--- config.mk ---
export PLATFORM = sky130hd
export DESIGN_NAME = csc_frame_arbiter
export DESIGN_NICKNAME = d
export VERILOG_FILES = /design/src/rtl/csc_frame_arbiter.sv
export SDC_FILE = /design/constraint.sdc
export NUM_CORES = 1
export LEC_CHECK = 0
export ABC_CLOCK_PERIOD_IN_PS = 4400
export CORE_ASPECT_RATIO = 0.6
export CORE_MARGIN = 5
export CORE_UTILIZATION = 48
export CTS_CLUSTER_DIAMETER = 100
export DETAILED_ROUTE_END_ITERATION = 8
export HOLD_SLACK_MARGIN = 0.15
export PLACE_DENSITY = 0.84
export REMOVE_ABC_BUFFERS = 1
export SKIP_LAST_GASP = 1
export SYNTH_ARGS = -nofsm -noshare
export SYNTH_HDL_FRONTEND = slang
export SYNTH_SLANG_ARGS = --single-unit
--- constraint.sdc ---
create_clock -name clk_in -period 4.4 [get_ports clk_in]
set_input_delay 1.1 -clock clk_in [delete_from_list [all_inputs] [get_ports clk_in]]
set_output_delay 1.1 -clock clk_in [all_outputs]
set_load 0.05 [all_outputs]
--- src/rtl/csc_frame_arbiter.sv ---
// csc_frame_arbiter
// Shares one rgb2YCbCr converter between two AXI-Stream RGB sources.
// The converter is granted to one source for a whole frame, from its
// start-of-frame beat (ruser) until v_active lines (rlast) have passed.
// Non-SOF beats from the source that does not own the converter are drained
// and counted. Beats toward the converter pass through one register stage.

module csc_frame_arbiter #(
  parameter int data_width     = 8,
  parameter int pix_per_clock  = 1,
  parameter int line_cnt_width = 12,
  localparam int dw            = data_width * pix_per_clock * 3
) (
  input  logic                      clk_in,
  input  logic                      reset_n,
  input  logic [line_cnt_width-1:0] v_active,

  input  logic [dw-1:0]             s0_rdata,
  input  logic                      s0_rlast,
  input  logic                      s0_ruser,
  input  logic                      s0_rvalid,
  output logic                      s0_rready,

  input  logic [dw-1:0]             s1_rdata,
  input  logic                      s1_rlast,
  input  logic                      s1_ruser,
  input  logic                      s1_rvalid,
  output logic                      s1_rready,

  output logic [dw-1:0]             tdata,
  output logic                      tlast,
  output logic                      tuser,
  output logic                      tvalid,
  input  logic                      tready,

  output logic [1:0]                grant,
  output logic                      frame_done,
  output logic                      early_sof,
  output logic [15:0]               drop_cnt
);

  typedef enum logic [1:0] {
    IDLE = 2'd0,
    GNT0 = 2'd1,
    GNT1 = 2'd2
  } state_t;

  localparam logic [line_cnt_width-1:0] line_one = 1;

  state_t                    state;
  logic                      last_grant;   // 0: s0 owned last frame, 1: s1
  logic                      first_beat;   // next accepted beat is the frame's SOF beat
  logic [line_cnt_width-1:0] lines;
  logic [line_cnt_width-1:0] v_lim;

  logic                      ok;
  logic                      s0_cand;
  logic                      s1_cand;
  logic                      pick1;
  logic                      drain0;
  logic                      drain1;
  logic                      acc0;
  logic                      acc1;
  logic                      acc;
  logic [dw-1:0]             sel_data;
  logic                      sel_last;
  logic                      sel_user;
  logic                      mid_sof;
  logic [line_cnt_width-1:0] eff_lines;
  logic                      at_end;
  logic [line_cnt_width-1:0] v_lim_next;
  logic [16:0]               drop_sum;

  // Handshake, beat selection and frame-boundary decode for the current cycle
  always_comb begin
    ok      = !tvalid || tready;
    s0_cand = s0_rvalid && s0_ruser;
    s1_cand = s1_rvalid && s1_ruser;
    // s1 wins a tie only when s0 owned the previous frame
    pick1   = s1_cand && (!s0_cand || !last_grant);

    // An SOF beat from a non-owner is held so it can open its own frame later
    drain0  = (state != GNT0) && s0_rvalid && !s0_ruser;
    drain1  = (state != GNT1) && s1_rvalid && !s1_ruser;

    s0_rready = (state == GNT0) ? ok : drain0;
    s1_rready = (state == GNT1) ? ok : drain1;

    acc0 = (state == GNT0) && s0_rvalid && ok;
    acc1 = (state == GNT1) && s1_rvalid && ok;
    acc  = acc0 || acc1;

    sel_data = (state == GNT1) ? s1_rdata : s0_rdata;
    sel_last = (state == GNT1) ? s1_rlast : s0_rlast;
    sel_user = (state == GNT1) ? s1_ruser : s0_ruser;

    // An SOF inside a granted frame restarts the line count at this beat
    mid_sof   = sel_user && !first_beat;
    eff_lines = mid_sof ? '0 : lines;
    at_end    = sel_last && (eff_lines == (v_lim - line_one));

    v_lim_next = (v_active == '0) ? line_one : v_active;

    drop_sum = {1'b0, drop_cnt} + {16'b0, drain0} + {16'b0, drain1};
  end

  // Arbiter FSM with the output register stage and status pulses
  always_ff @(posedge clk_in or negedge reset_n) begin
    if (!reset_n) begin
      state      <= IDLE;
      grant      <= 2'b00;
      last_grant <= 1'b1;
      first_beat <= 1'b0;
      lines      <= '0;
      v_lim      <= line_one;
      tvalid     <= 1'b0;
      tdata      <= '0;
      tlast      <= 1'b0;
      tuser      <= 1'b0;
      frame_done <= 1'b0;
      early_sof  <= 1'b0;
    end else begin
      frame_done <= 1'b0;
      early_sof  <= 1'b0;

      if (acc) begin
        tvalid <= 1'b1;
        tdata  <= sel_data;
        tlast  <= sel_last;
        tuser  <= sel_user;
      end else if (ok) begin
        tvalid <= 1'b0;
      end

      case (state)
        IDLE: begin
          if (s0_cand || s1_cand) begin
            state      <= pick1 ? GNT1 : GNT0;
            grant      <= pick1 ? 2'b10 : 2'b01;
            lines      <= '0;
            v_lim      <= v_lim_next;
            first_beat <= 1'b1;
          end
        end

        GNT0, GNT1: begin
          if (acc) begin
            first_beat <= 1'b0;
            if (mid_sof) begin
              early_sof <= 1'b1;
            end
            if (at_end) begin
              frame_done <= 1'b1;
              state      <= IDLE;
              grant      <= 2'b00;
              last_grant <= (state == GNT1);
              lines      <= '0;
            end else if (sel_last) begin
              lines <= eff_lines + line_one;
            end else begin
              lines <= eff_lines;
            end
          end
        end

        default: begin
          state <= IDLE;
          grant <= 2'b00;
        end
      endcase
    end
  end

  // Saturating count of beats drained from non-owning sources
  always_ff @(posedge clk_in or negedge reset_n) begin
    if (!reset_n) begin
      drop_cnt <= '0;
    end else if (drain0 || drain1) begin
      drop_cnt <= drop_sum[16] ? 16'hFFFF : drop_sum[15:0];
    end
  end

endmodule

# == Word level (Yosys, flattened, before mapping) ==
# Cells that the tools add are included.
# Widths: inputs -> output; s select.
# totals
ff_bits,73
input_bits,69
output_inout_bits,49
word_cells,86
# classes
reduce_logical,33
mux,29
add_sub_neg,4
n_eq_ne,8
# op_table
op,n
$mux 12,6
$mux 24,1
$pmux 12 s2,1
$add 16x1->17,1
$add 17x1->17,1
$mux 16,1
$mux 1,14
$logic_and 1x1->1,13
$add 12x1->12 const B,1
$eq 12x12->1,1
$logic_not 12->1,1
$sub 12x1->12 const B,1
$reduce_and 3->1,3
$mux 2,4
$ne 2x2->1 const B,4
$logic_not 1->1,6
$logic_or 1x1->1,5
$pmux 2 s2,1
$reduce_bool 2->1,2
$eq 2x1->1 const B,1
$eq 2x2->1 const B,1
$logic_not 2->1,1
$ne 2x1->1 const B,1
$pmux 1 s2,1
other kinds (2),2

# == Logic depth before layout (Yosys ltp) ==
# Gate-level depths: netlist (run 1).
# logic_depth
word_depth,9
ltp_mapped,14
ltp_nobuf,12

# == Worst setup path after synthesis (run 1) ==
# Ideal clock, no wire load.
# synth_timing
path_type,input -> register
startpoint,input port s1_ruser
endpoint,register lines[10]
setup_slack_ns,0.852
required_ns,4.312
n_path_buf,2
arrival_ns,3.460
setup_ns,0.088
cell_stages,12
path_cell_list,mux2i_1 or2_2 clkbuf_1 clkbuf_1 and2_1 ha_1 nand2_1 nor3_1 and3_1 nand3_1 or3_1 o211ai_1
# synth_via
elab_chain_cells,8
word_cells_on_any_way,14
# synth_rtl
element,line,source
"start, declared",26,"input logic s1_ruser,"
$mux 1,95,sel_user = (state == GNT1) ? s1_ruser : s0_ruser;
$logic_and 1x1->1,98,mid_sof = sel_user && !first_beat;
$mux 12,99,eff_lines = mid_sof ? '0 : lines;
$add 12x1->12 or $eq 12x12->1 (tied branches),"159, 100",
$mux 12 or $logic_and 1x1->1 (tied branches),"158, 100",
$mux 12,152,if (at_end) begin
$mux 12,147,if (acc) begin
$pmux 12 s2,135,case (state)
"end signal, assigned",159,lines <= eff_lines + line_one;
"end signal, assigned",161,lines <= eff_lines;
"end, declared",53,logic [line_cnt_width-1:0] lines;
# Parallel ways exist; a longest one is shown, timed or not. The select of a mux whose other input is x is not followed.
# A chain may end at the register's enable or synchronous reset.

# == Worst setup path in the final report (run 1) ==
# layout_timing
startpoint,input port tready
endpoint,output port s1_rready
# layout_via
elab_chain_cells,2
# layout_rtl
element,line,source
"start, declared",34,"input logic tready,"
$logic_or 1x1->1,76,ok = !tvalid || tready;
$mux 1,87,s1_rready = (state == GNT1) ? ok : drain1;
"end, declared",28,"output logic s1_rready,"
# Every way passes these cells.

==> qor.csv, run 1 <==
stage;metric;value;unit
run_status;outcome;finished clean;
routing;drt_iter0_drc;404;
sta;fin_crit;3801;ps
sta;layout_setup_ws;598.8;ps
critical_path;worstPathRequired;3300;ps
sta;tightest_slew;765.0;ps
logic_synthesis;synth_cell_type_count;61;
global_routing;grt_max_degree;56;
logic_synthesis;seq_area_frac_synth;42.76;%
sta;setup_tns;0;ps
clock_tree;path_clk_slew;60;ps
critical_path;path_max_fanout;3;
clock_tree;ctsHoldBuffers;0;
critical_path;start_kind;input port;
die;die_area;10960;sq um
logic_synthesis;synth_edf_count;0;
logic_synthesis;synthCells;462;
clock_tree;htree_levels;3;
global_routing;overflow;0;
die;ios;118;
layout;layout_commonest_cell;clkdlybuf4s50_1;
global_routing;grt_usage;21.92;%
logic_synthesis;synth.cell_area;4278;sq um
logic_synthesis;yosys_warnings;0;
critical_path;crit_path_end_kind;output port;
sta;hold_viol;0;
routing;vias;4067;
layout;area_growth;37.03;%
placement;dp_hpwl;9035;microns
logic_synthesis;syn_area_per_cell;9.259;sq um
sta;max_freq;263.1;MHz
clock_tree;cts_root_buf;clkbuf_16;
global_routing;grt_pass1_wl;20180;microns
routing;vias_per_cell;5.886;
routing;drcViolationCount;0;
routing;routed_wl;12120;microns
die;rows;26;
layout;final_util;68.25;%
logic_synthesis;synthFlopType;dfrtp_1;
logic_synthesis;async_reset_ff_share;100.0;%
placement;globalplace.congestion;0.9169;
die;die_y;83.13;microns
layout;stdcell_count;691;
global_routing;antenna_found_initial;0;
flow_run;maxCapViolations;0;
placement;dp_slack;458.3;ps
power_and_ir_drop;vdd_drop_max;0.3272;mV
sta;slew-limit-headroom;49.00;%
logic_synthesis;ys_ff_latch;73;
clock_tree;ctsLongestPathBuffers;2;
sta;setup_viol;0;
layout;diodes;0;
sta;fin_crit_sh;86.39;%
layout;layout.nets;650;
die;start_util;49.81;%
clock_tree;cts_tree;yes;
layout;drive_gt1_share;8.808;%
sta;fin_skew;9.252;ps
die;fp.coreArea;8588;sq um
layout;num-fill-cells;636;
clock_tree;clock-sinks;73;
critical_path;path_class;input port to output port;
critical_path;critical_path_arrival;2700;ps
placement;numPlacedInstances;675;
routing;first_pass_iters;6;
layout;layout_common_cells;clkdlybuf4s50_1, dfrtp_1, nand2_1;
clock_tree;cts_resized;0;
routing;drtAntennaViolNets;0;
die;die_w;131.9;microns
routing;post_drt_wl_per_cell;17.54;microns
sta;maxSlewViolCount;0;
clock_tree;cts_buffers;9;
placement;io_buffers;117;
hold_path;hold_class;flip-flop to flip-flop;
sta;rsz0062_at_grt;false;
global_routing;grt_pass1_vias;4002;
power_and_ir_drop;leakage;2.377;nW
power_and_ir_drop;powerDensity;678.3;nW/um^2
clock_tree;clock_latency;340;ps
clock_tree;cts_setup_buffers;0;
[cell families (layout without fill, tap and decap cells)]
logic type,count (synthesis),after routing,synth area share (%)
DFF,73,73,42.76
xor gates and xnor gates,21,21,4.621
adders and majority gates,7,7,2.223
and+or+nand+nor,187,187,21.85
buffers and inverters,33,150,3.246
AOI/OAI and AO/OA,96,96,14.33
muxes,45,45,10.97
[cell usage after synthesis (all sizes together), types with 3 or more instances]
master	instances	share of area, %
nand4	11	1.8
nand3	23	2.7
nor3	6	0.70
and2	3	0.44
mux2	15	3.9
xor2	12	2.5
o21ai	18	2.1
buf	5	0.79
ha	6	1.8
dfrtp	71	42
nor4	4	0.58
nand2b	5	0.73
o211ai	8	1.4
o31ai	3	0.53
nand2	58	5.1
and3	8	1.2
xnor2	8	1.6
inv	11	0.97
or3	4	0.58
a41oi	5	1.0
nor3b	4	0.70
clkbuf	17	1.5
or4	5	1.1
nor2	45	3.9
mux2i	30	7.0
a31oi	4	0.58
a21oi	35	4.1
[layout make-up]
cell class | instances | area, sq um | share of cell area [%]
clock inverters | 7 | 93.84 | 1.601
repair buffers | 123 | 1209 | 20.62
flip-flops and latches | 73 | 1829 | 31.21
well taps | 112 | 140.1 | 2.391
clock buffers | 9 | 225.2 | 3.842
inverters | 11 | 41.29 | 0.7044
multi-input cells | 356 | 2323 | 39.64
[sequential cells by signal, summed over array words and instances (netlist names)]
name and cells:
tuser 1, state 2, tvalid 1, first_beat 1
tlast 1, early_sof 1, v_lim 12, lines 12
frame_done 1, tdata 24, drop_cnt 16, last_grant 1
[routing by layer]
layer / GRT usage (%) / up-vias / routed length [microns]
met5: 0 / - / 0
met4: 5.602 / 0 / 170
met3: 5.314 / 20 / 964
met2: 35.00 / 189 / 5804
met1: 30.02 / 1963 / 5183
li1: - / 1895 / -
[through the flow]
step	instance area (sq um)	hold slack, ps	total power [W]
6_report	5862	530.4	0.003976
3_5_place_dp	5543	518.2	0.003184
2_1_floorplan	4180	499.9	0.002487
5_1_grt	5862	535.5	0.004192
3_3_place_gp	5543	487.0	0.003114
4_1_cts	5862	531.6	0.003987
[report_power, final]
group | switching [W] | internal [W] | total [W]
clock network | 0.000289 | 0.000496 | 0.000785
registers | 0.000233 | 0.000902 | 0.00113
logic | 0.00130 | 0.000759 | 0.00206
[critical path, stage by stage]
cell and delay, ps:
clkdlybuf4s50_1 450, inv_1 70, nand2_1 120, nand2_1 70, nand2_1 90, clkdlybuf4s50_1 800
[final timing paths]
check                      slack, ps                     end                  from  cells after the start
setup / recovery                 600               s1_rready                tready                      6
hold / removal                   530    tdata[8]$_DFFE_PN0P_  tdata[8]$_DFFE_PN0P_                      2
setup reg to reg                1040   lines[10]$_DFFE_PN0P_  v_lim[0]$_DFFE_PN1P_                     10
hold reg to reg                  530    tdata[8]$_DFFE_PN0P_  tdata[8]$_DFFE_PN0P_                      2
max in group asynchronous       2550  last_grant$_DFFE_PN1P_               reset_n                      2
min in group asynchronous        840    lines[3]$_DFFE_PN0P_               reset_n                      1
No activity file was read; power rests on OpenSTA's default activity.
==> run 2, diff against run 1 <==
--- a/config.mk
+++ b/config.mk
@@ -5,6 +5,7 @@
 export SDC_FILE = /design/constraint.sdc
 export NUM_CORES = 1
 export LEC_CHECK = 0
+export ABC_AREA = 1
 export ABC_CLOCK_PERIOD_IN_PS = 4400
 export CORE_ASPECT_RATIO = 0.6
 export CORE_MARGIN = 5
==> run 2 against run 1 <==
Effect of this change: routed wire length barely moved; critical path depth fell by 1; synthesized area rose by 0.76%; first-iteration DRC count fell by 18%; highest routed layer unchanged.
==> qor.csv, run 2 <==
stage;metric;value;unit;change
run_status;outcome;finished clean;;
placement;globalplace.congestion;0.8894;;-3.0%
global_routing;grt_usage;22.18;%;+0.27 points
critical_path;path_class;input port to output port;;
clock_tree;cts_setup_buffers;0;;unchanged
clock_tree;ctsLongestPathBuffers;2;;unchanged
logic_synthesis;yosysTopAreaCellShare;41.22;%;-0.31 points
power_and_ir_drop;p_total;0.003827;W;-3.7%
sta;hold_viol;0;;unchanged
global_routing;grt_pass1_wl;20580;microns;+1.9%
logic_synthesis;ys_ff_latch;73;;unchanged
logic_synthesis;synthCells;603;;+31%
power_and_ir_drop;vdd_drop_max;0.4207;mV;+29%
power_and_ir_drop;powerDensity;656.1;nW/um^2;-3.3%
sta;tightest_slew;750.3;ps;-14.79 ps
sta;fin_skew;6.189;ps;-3.063 ps
layout;area_growth;35.33;%;
global_routing;grt_pass1_vias;4294;;+7.3%
sta;setup_viol;0;;unchanged
routing;drcViolationCount;0;;unchanged
clock_tree;clock-sinks;73;;unchanged
logic_synthesis;ys_top_cells_by_area;dfrtp_1, nand2_1, nor2_1, nand3_1, inv_1;;
global_routing;overflow;0;;unchanged
global_routing;grt_max_degree;51;;-8.9%
placement;io_buffers;117;;unchanged
clock_tree;clock_latency;340;ps;about the same
flow_run;maxCapViolations;0;;unchanged
logic_synthesis;async_reset_ff_share;100.0;%;unchanged
logic_synthesis;seq_area_frac_synth;42.44;%;-0.32 points
die;die_w;132.3;microns;+0.35%
routing;drt_iter0_drc;330;;-18%
critical_path;crit_path_end_kind;output port;;
clock_tree;ctsHoldBuffers;0;;unchanged
sta;rsz0062_at_grt;false;;
die;fp.coreArea;8621;sq um;+0.38%
critical_path;worstPathRequired;3300;ps;about the same
routing;first_pass_iters;5;;-1
logic_synthesis;yosys-top-cells-count;nand2_1, dfrtp_1, nor2_1;;
die;start_util;50.00;%;+0.19 points
logic_synthesis;synth.cell_area;4310;sq um;+0.76%
layout;num-fill-cells;690;;+8.5%
sta;fin_crit_sh;88.36;%;+2.0 points
layout;multi_input_area;2120;sq um;-8.8%
die;die_y;83.41;microns;+0.34%
clock_tree;path_clk_slew;50;ps;about the same
logic_synthesis;synthFlopType;dfrtp_1;;
layout;diodes;0;;unchanged
logic_synthesis;synth_cell_type_count;36;;-41%
clock_tree;cts_root_buf;clkbuf_16;;
routing;drtAntennaViolNets;0;;unchanged
hold_path;hold_class;flip-flop to flip-flop;;
clock_tree;htree_levels;3;;unchanged
sta;fin_crit;3888;ps;+86.65 ps
layout;largest_reg_flops;24;;unchanged
logic_synthesis;post-synth-top-count-cell;nand2_1;;
sta;max_freq;257.2;MHz;-2.2%
clock_tree;cts_resized;0;;unchanged
layout;regArea;1829;sq um;unchanged
critical_path;start_kind;input port;;
layout;top_register;tdata;;
power_and_ir_drop;leakage;2.799;nW;+18%
clock_tree;cts_tree;yes;;
routing;post_drt_wl_per_cell;14.53;microns;-17%
sta;setup_tns;0;ps;unchanged
sta;slew-limit-headroom;49.91;%;+0.91 points
logic_synthesis;synth_edf_count;0;;unchanged
critical_path;path_max_fanout;3;;unchanged
clock_tree;cts_buffers;9;;unchanged
logic_synthesis;yosys.area.top_type;dfrtp_1;;
critical_path;critical_path_arrival;2790;ps;+90 ps
layout;layout_common_cells;nand2_1, clkdlybuf4s50_1, nor2_1, dfrtp_1, inv_1;;
global_routing;antenna_found_initial;0;;unchanged
routing;vias;4455;;+9.5%
layout;top_regs;tdata: 24 flops, drop_cnt: 16 flops;;
logic_synthesis;syn_area_per_cell;7.148;sq um;-23%
routing;routed_wl;12120;microns;about the same
sta;maxSlewViolCount;0;;unchanged
layout;layout_commonest_cell;nand2_1;;
layout;layout.nets;794;;+22%
logic_synthesis;yosys_warnings;0;;unchanged
die;rows;26;;unchanged
routing;vias_per_cell;5.342;;-9.2%
die;ios;118;;unchanged
die;die_area;11040;sq um;+0.69%
layout;drive_gt1_share;7.064;%;-1.7 points
placement;dp_hpwl;9379;microns;+3.8%
## run 2: metal layers
layer	up-vias	wire length, microns	global-route usage, %
met5	-	0	0
met4	0	157	6.007
met3	17	1007	6.341
met2	191	5589	34.82
met1	2069	5365	30.10
li1	2178	-	-
## run 2: area by class of cell
class | instances | area share [%]
multi-input combinational | 441 | 36.34
timing repair buffer | 121 | 20.51
inverter | 72 | 4.633
sequential | 73 | 31.36
clock buffer | 11 | 3.990
clock inverter | 4 | 0.7722
tap | 112 | 2.402
## run 2: cells by family after synthesis
| group | after synthesis | synth area share [%] |
|---|---|---|
| xor+xnor | 7 | 1.422 |
| simple gates | 348 | 34.92 |
| compound gates | 79 | 10.62 |
| fa+ha+maj | 7 | 2.206 |
| buf+inv | 89 | 8.389 |
| flops | 73 | 42.44 |
## run 2: worst max-delay path, stage by stage
cell and delay (ps):
clkdlybuf4s50_1 480, nor2_1 130, nand2_1 120, o21ai_0 110
clkdlybuf4s50_1 840
## run 2: path summary, 6_finish.rpt
path,from,to,slack (ps),cells past startpoint
max,s1_ruser,s1_rready,510,5
min,last_grant$_DFFE_PN1P_,last_grant$_DFFE_PN1P_,470,2
max reg2reg,state[0]$_DFFE_PN0P_,lines[8]$_DFFE_PN0P_,1010,19
min reg2reg,last_grant$_DFFE_PN1P_,last_grant$_DFFE_PN1P_,470,2
max in group asynchronous,reset_n,last_grant$_DFFE_PN1P_,2940,2
min in group asynchronous,reset_n,state[0]$_DFFE_PN0P_,660,1
## run 2: power by group
part	internal, W	switching [W]	leakage (nW)
clock network	0.000433	0.000272	0.139
logic	0.000664	0.00140	1.77
registers	0.000893	0.000162	0.893
## run 2: stage by stage
step	setup WS, ps	cell area [sq um]	util, %	cells	hold slack (ps)
2_1_floorplan	394.8	4219	-	586	442.1
4_1_cts	503.2	5833	67.66	834	472.3
5_1_grt	412.1	5833	67.66	834	481.7
3_3_place_gp	576.9	5555	64.44	819	456.8
6_report	512.2	5833	67.66	834	468.6
3_5_place_dp	505.2	5555	64.44	819	464.5
==> run 3, diff against run 2 <==
--- a/config.mk
+++ b/config.mk
@@ -8,7 +8,6 @@
 export ABC_AREA = 1
 export ABC_CLOCK_PERIOD_IN_PS = 4400
 export CORE_ASPECT_RATIO = 0.6
-export CORE_MARGIN = 5
 export CORE_UTILIZATION = 48
 export CTS_CLUSTER_DIAMETER = 100
 export DETAILED_ROUTE_END_ITERATION = 8
==> run 3 against run 2 <==
Effect of this change: setup slack got worse by 11 ps; worst hold slack worse by 1.0 ps; global-route usage increased by 5.0 points; clock skew is essentially flat; design area rose by 0.73%; clock power grew 12%; via count increased by 0.13%; non-clock buffer count unchanged; first-iteration DRC count grew 3.0%; fmax fell by 0.28%; power up 2.6%; register-to-register slack worse by 110 ps; critical path type unchanged; highest routed layer unchanged.
==> qor.csv, run 3 (synthesis gave the netlist of run 2 again) <==
stage;metric;value;unit;change
clock_tree;ctsLongestPathBuffers;2;;unchanged
layout;layout_common_cells;nand2_1, clkdlybuf4s50_1, nor2_1, dfrtp_1, inv_1;;
critical_path;crit_path_end_kind;output port;;
placement;io_buffers;117;;unchanged
die;rows;26;;unchanged
critical_path;reg2reg_from;state[0]$_DFFE_PN0P_;;
critical_path;critical_path_arrival;2800;ps;about the same
global_routing;antenna_found_initial;0;;unchanged
critical_path;r2r_slack;900;ps;-110 ps
critical_path;crit_start;tready;;
sta;fin_skew;6.528;ps;+0.3386 ps
critical_path;start_kind;input port;;
routing;drcViolationCount;0;;unchanged
layout;drive_gt1_share;7.469;%;+0.41 points
routing;drtAntennaViolNets;0;;unchanged
sta;setup_viol;0;;unchanged
critical_path;timing.critical_path.buf_inv;4;;+2
layout;layout_commonest_cell;nand2_1;;
clock_tree;htree_levels;3;;unchanged
hold_path;hold_class;flip-flop to flip-flop;;
layout;layout.nets;794;;unchanged
routing;vias_per_cell;5.343;;about the same
power_and_ir_drop;powerDensity;668.0;nW/um^2;+1.8%
die;die_w;124.3;microns;-6.0%
critical_path;path_cells;clkdlybuf4s50_1 -> inv_1 -> nand2_1 -> inv_1 -> o21ai_0 -> clkdlybuf4s50_1;;
global_routing;grt_max_degree;51;;unchanged
power_and_ir_drop;p_total;0.003925;W;+2.6%
sta;setup_tns;0;ps;unchanged
layout;diodes;0;;unchanged
sta;maxSlewViolCount;0;;unchanged
routing;post_drt_wl_per_cell;14.77;microns;+1.7%
sta;hold_viol;0;;unchanged
sta;rsz0062_at_grt;false;;
sta;max_freq;256.5;MHz;-0.28%
sta;tightest_slew;931.7;ps;+181.5 ps
hold_path;min_from;last_grant$_DFFE_PN1P_;;
clock_tree;cts_setup_buffers;0;;unchanged
sta;fin_crit;3899;ps;+10.92 ps
sta;slew-limit-headroom;37.88;%;-12 points
clock_tree;path_clk_slew;60;ps;about the same
layout;final_util;68.16;%;+0.49 points
sta;fin_crit_sh;88.61;%;+0.25 points
placement;globalplace.congestion;0.9000;;+1.2%
clock_tree;cts_buffers;9;;unchanged
routing;drt_iter0_drc;340;;+3.0%
clock_tree;ctsHoldBuffers;0;;unchanged
critical_path;path_max_fanout;4;;+1
die;die_y;75.41;microns;-9.6%
sta;timing.hold.ws;467.6;ps;-1.015 ps
critical_path;crit_path_max_incr_delay;840;ps;about the same
global_routing;grt_pass1_wl;19890;microns;-3.4%
global_routing;grt_usage;27.22;%;+5.0 points
clock_tree;clock-sinks;73;;unchanged
power_and_ir_drop;vdd_drop_max;0.3585;mV;-15%
critical_path;cpMaxStageDelayCell;clkdlybuf4s50_1;;
layout;area_growth;36.31;%;
power_and_ir_drop;leakage;2.815;nW;+0.58%
placement;dp_hpwl;9335;microns;-0.47%
critical_path;path_class;input port to output port;;
routing;first_pass_iters;7;;+2
global_routing;grt_pass1_vias;4139;;-3.6%
die;die_area;9376;sq um;-15%
clock_tree;cts_tree;yes;;
clock_tree;cts_root_buf;clkbuf_16;;
routing;routed_wl;12340;microns;+1.8%
clock_tree;cts_resized;0;;unchanged
run_status;outcome;finished clean;;
layout;top_regs;tdata: 24 flops, drop_cnt: 16 flops;;
critical_path;worstPathRequired;3300;ps;about the same
layout;top_register;tdata;;
flow_run;maxCapViolations;0;;unchanged
die;fp.coreArea;8621;sq um;unchanged
layout;largest_reg_flops;24;;unchanged
routing;vias;4461;;+0.13%
global_routing;overflow;0;;unchanged
die;start_util;50.00;%;unchanged
critical_path;critPathTopFamily;buffers and inverters;;
clock_tree;clock_latency;350;ps;about the same
die;ios;118;;unchanged
==> run 3: cell types whose count changed in the layout (fill, tap and decap cells not counted) <==
cell	previous run	this run
bufinv_16	1	2
clkinv_2	3	2
clkinv_4	0	2
clkbuf_1	2	0
clkinvlp_4	0	1
==> run 3: worst register-to-register path: stages (launching register included) <==
cell and delay (ps):
dfrtp_1 440, inv_1 120, ha_1 230, buf_4 330, inv_2 70, buf_4 230, nand2_2 140, nand2_4 60
nand2_4 200, nand2_1 140, inv_1 150, ha_1 170, nand2_1 80, inv_1 90, nand4_1 160, nor2_1 310
nand2_1 110, xor2_1 150, nand2_1 80, o21ai_0 160
==> run 3: through the flow <==
step	instances	cell area, sq um	setup WS (ps)
6_report	835	5876	501.3
5_1_grt	835	5876	368.1
4_1_cts	835	5876	520.5
3_5_place_dp	819	5555	528.4
3_3_place_gp	819	5555	574.8
2_1_floorplan	586	4219	394.8
==> run 3: path summary, 6_finish.rpt <==
| kind | endpoint | cells after the start |
|---|---|---|
| max reg2reg | lines[8]$_DFFE_PN0P_ | 19 |
| max in group asynchronous | v_lim[0]$_DFFE_PN1P_ | 2 |
| min in group asynchronous | drop_cnt[11]$_DFFE_PN0P_ | 1 |
| max | s0_rready | 6 |
| min reg2reg | last_grant$_DFFE_PN1P_ | 2 |
| min | last_grant$_DFFE_PN1P_ | 2 |
==> run 3: where the power goes <==
part           leakage, nW  switching (W)  internal [W]  total (W)
registers            0.893       0.000166      0.000892    0.00106
logic                 1.77        0.00141      0.000664    0.00207
clock network        0.155       0.000297      0.000496   0.000793
total                 2.82        0.00187       0.00205    0.00393
==> run 3: area by class of cell <==
cell class	count	area [sq um]
Fill cell	692	2745
Multi-Input combinational cell	441	2120
Sequential cell	73	1829
Timing Repair Buffer	121	1196
Inverter	72	270.3
Clock buffer	9	225.2
Tap cell	112	140.1
Clock inverter	7	95.09
==> run 3: layer usage <==
layer  track usage, %  share of wire [%]
met5                0                  0
met4            10.17                1.8
met3            8.146                6.7
met2            46.16                 47
met1            33.77                 45
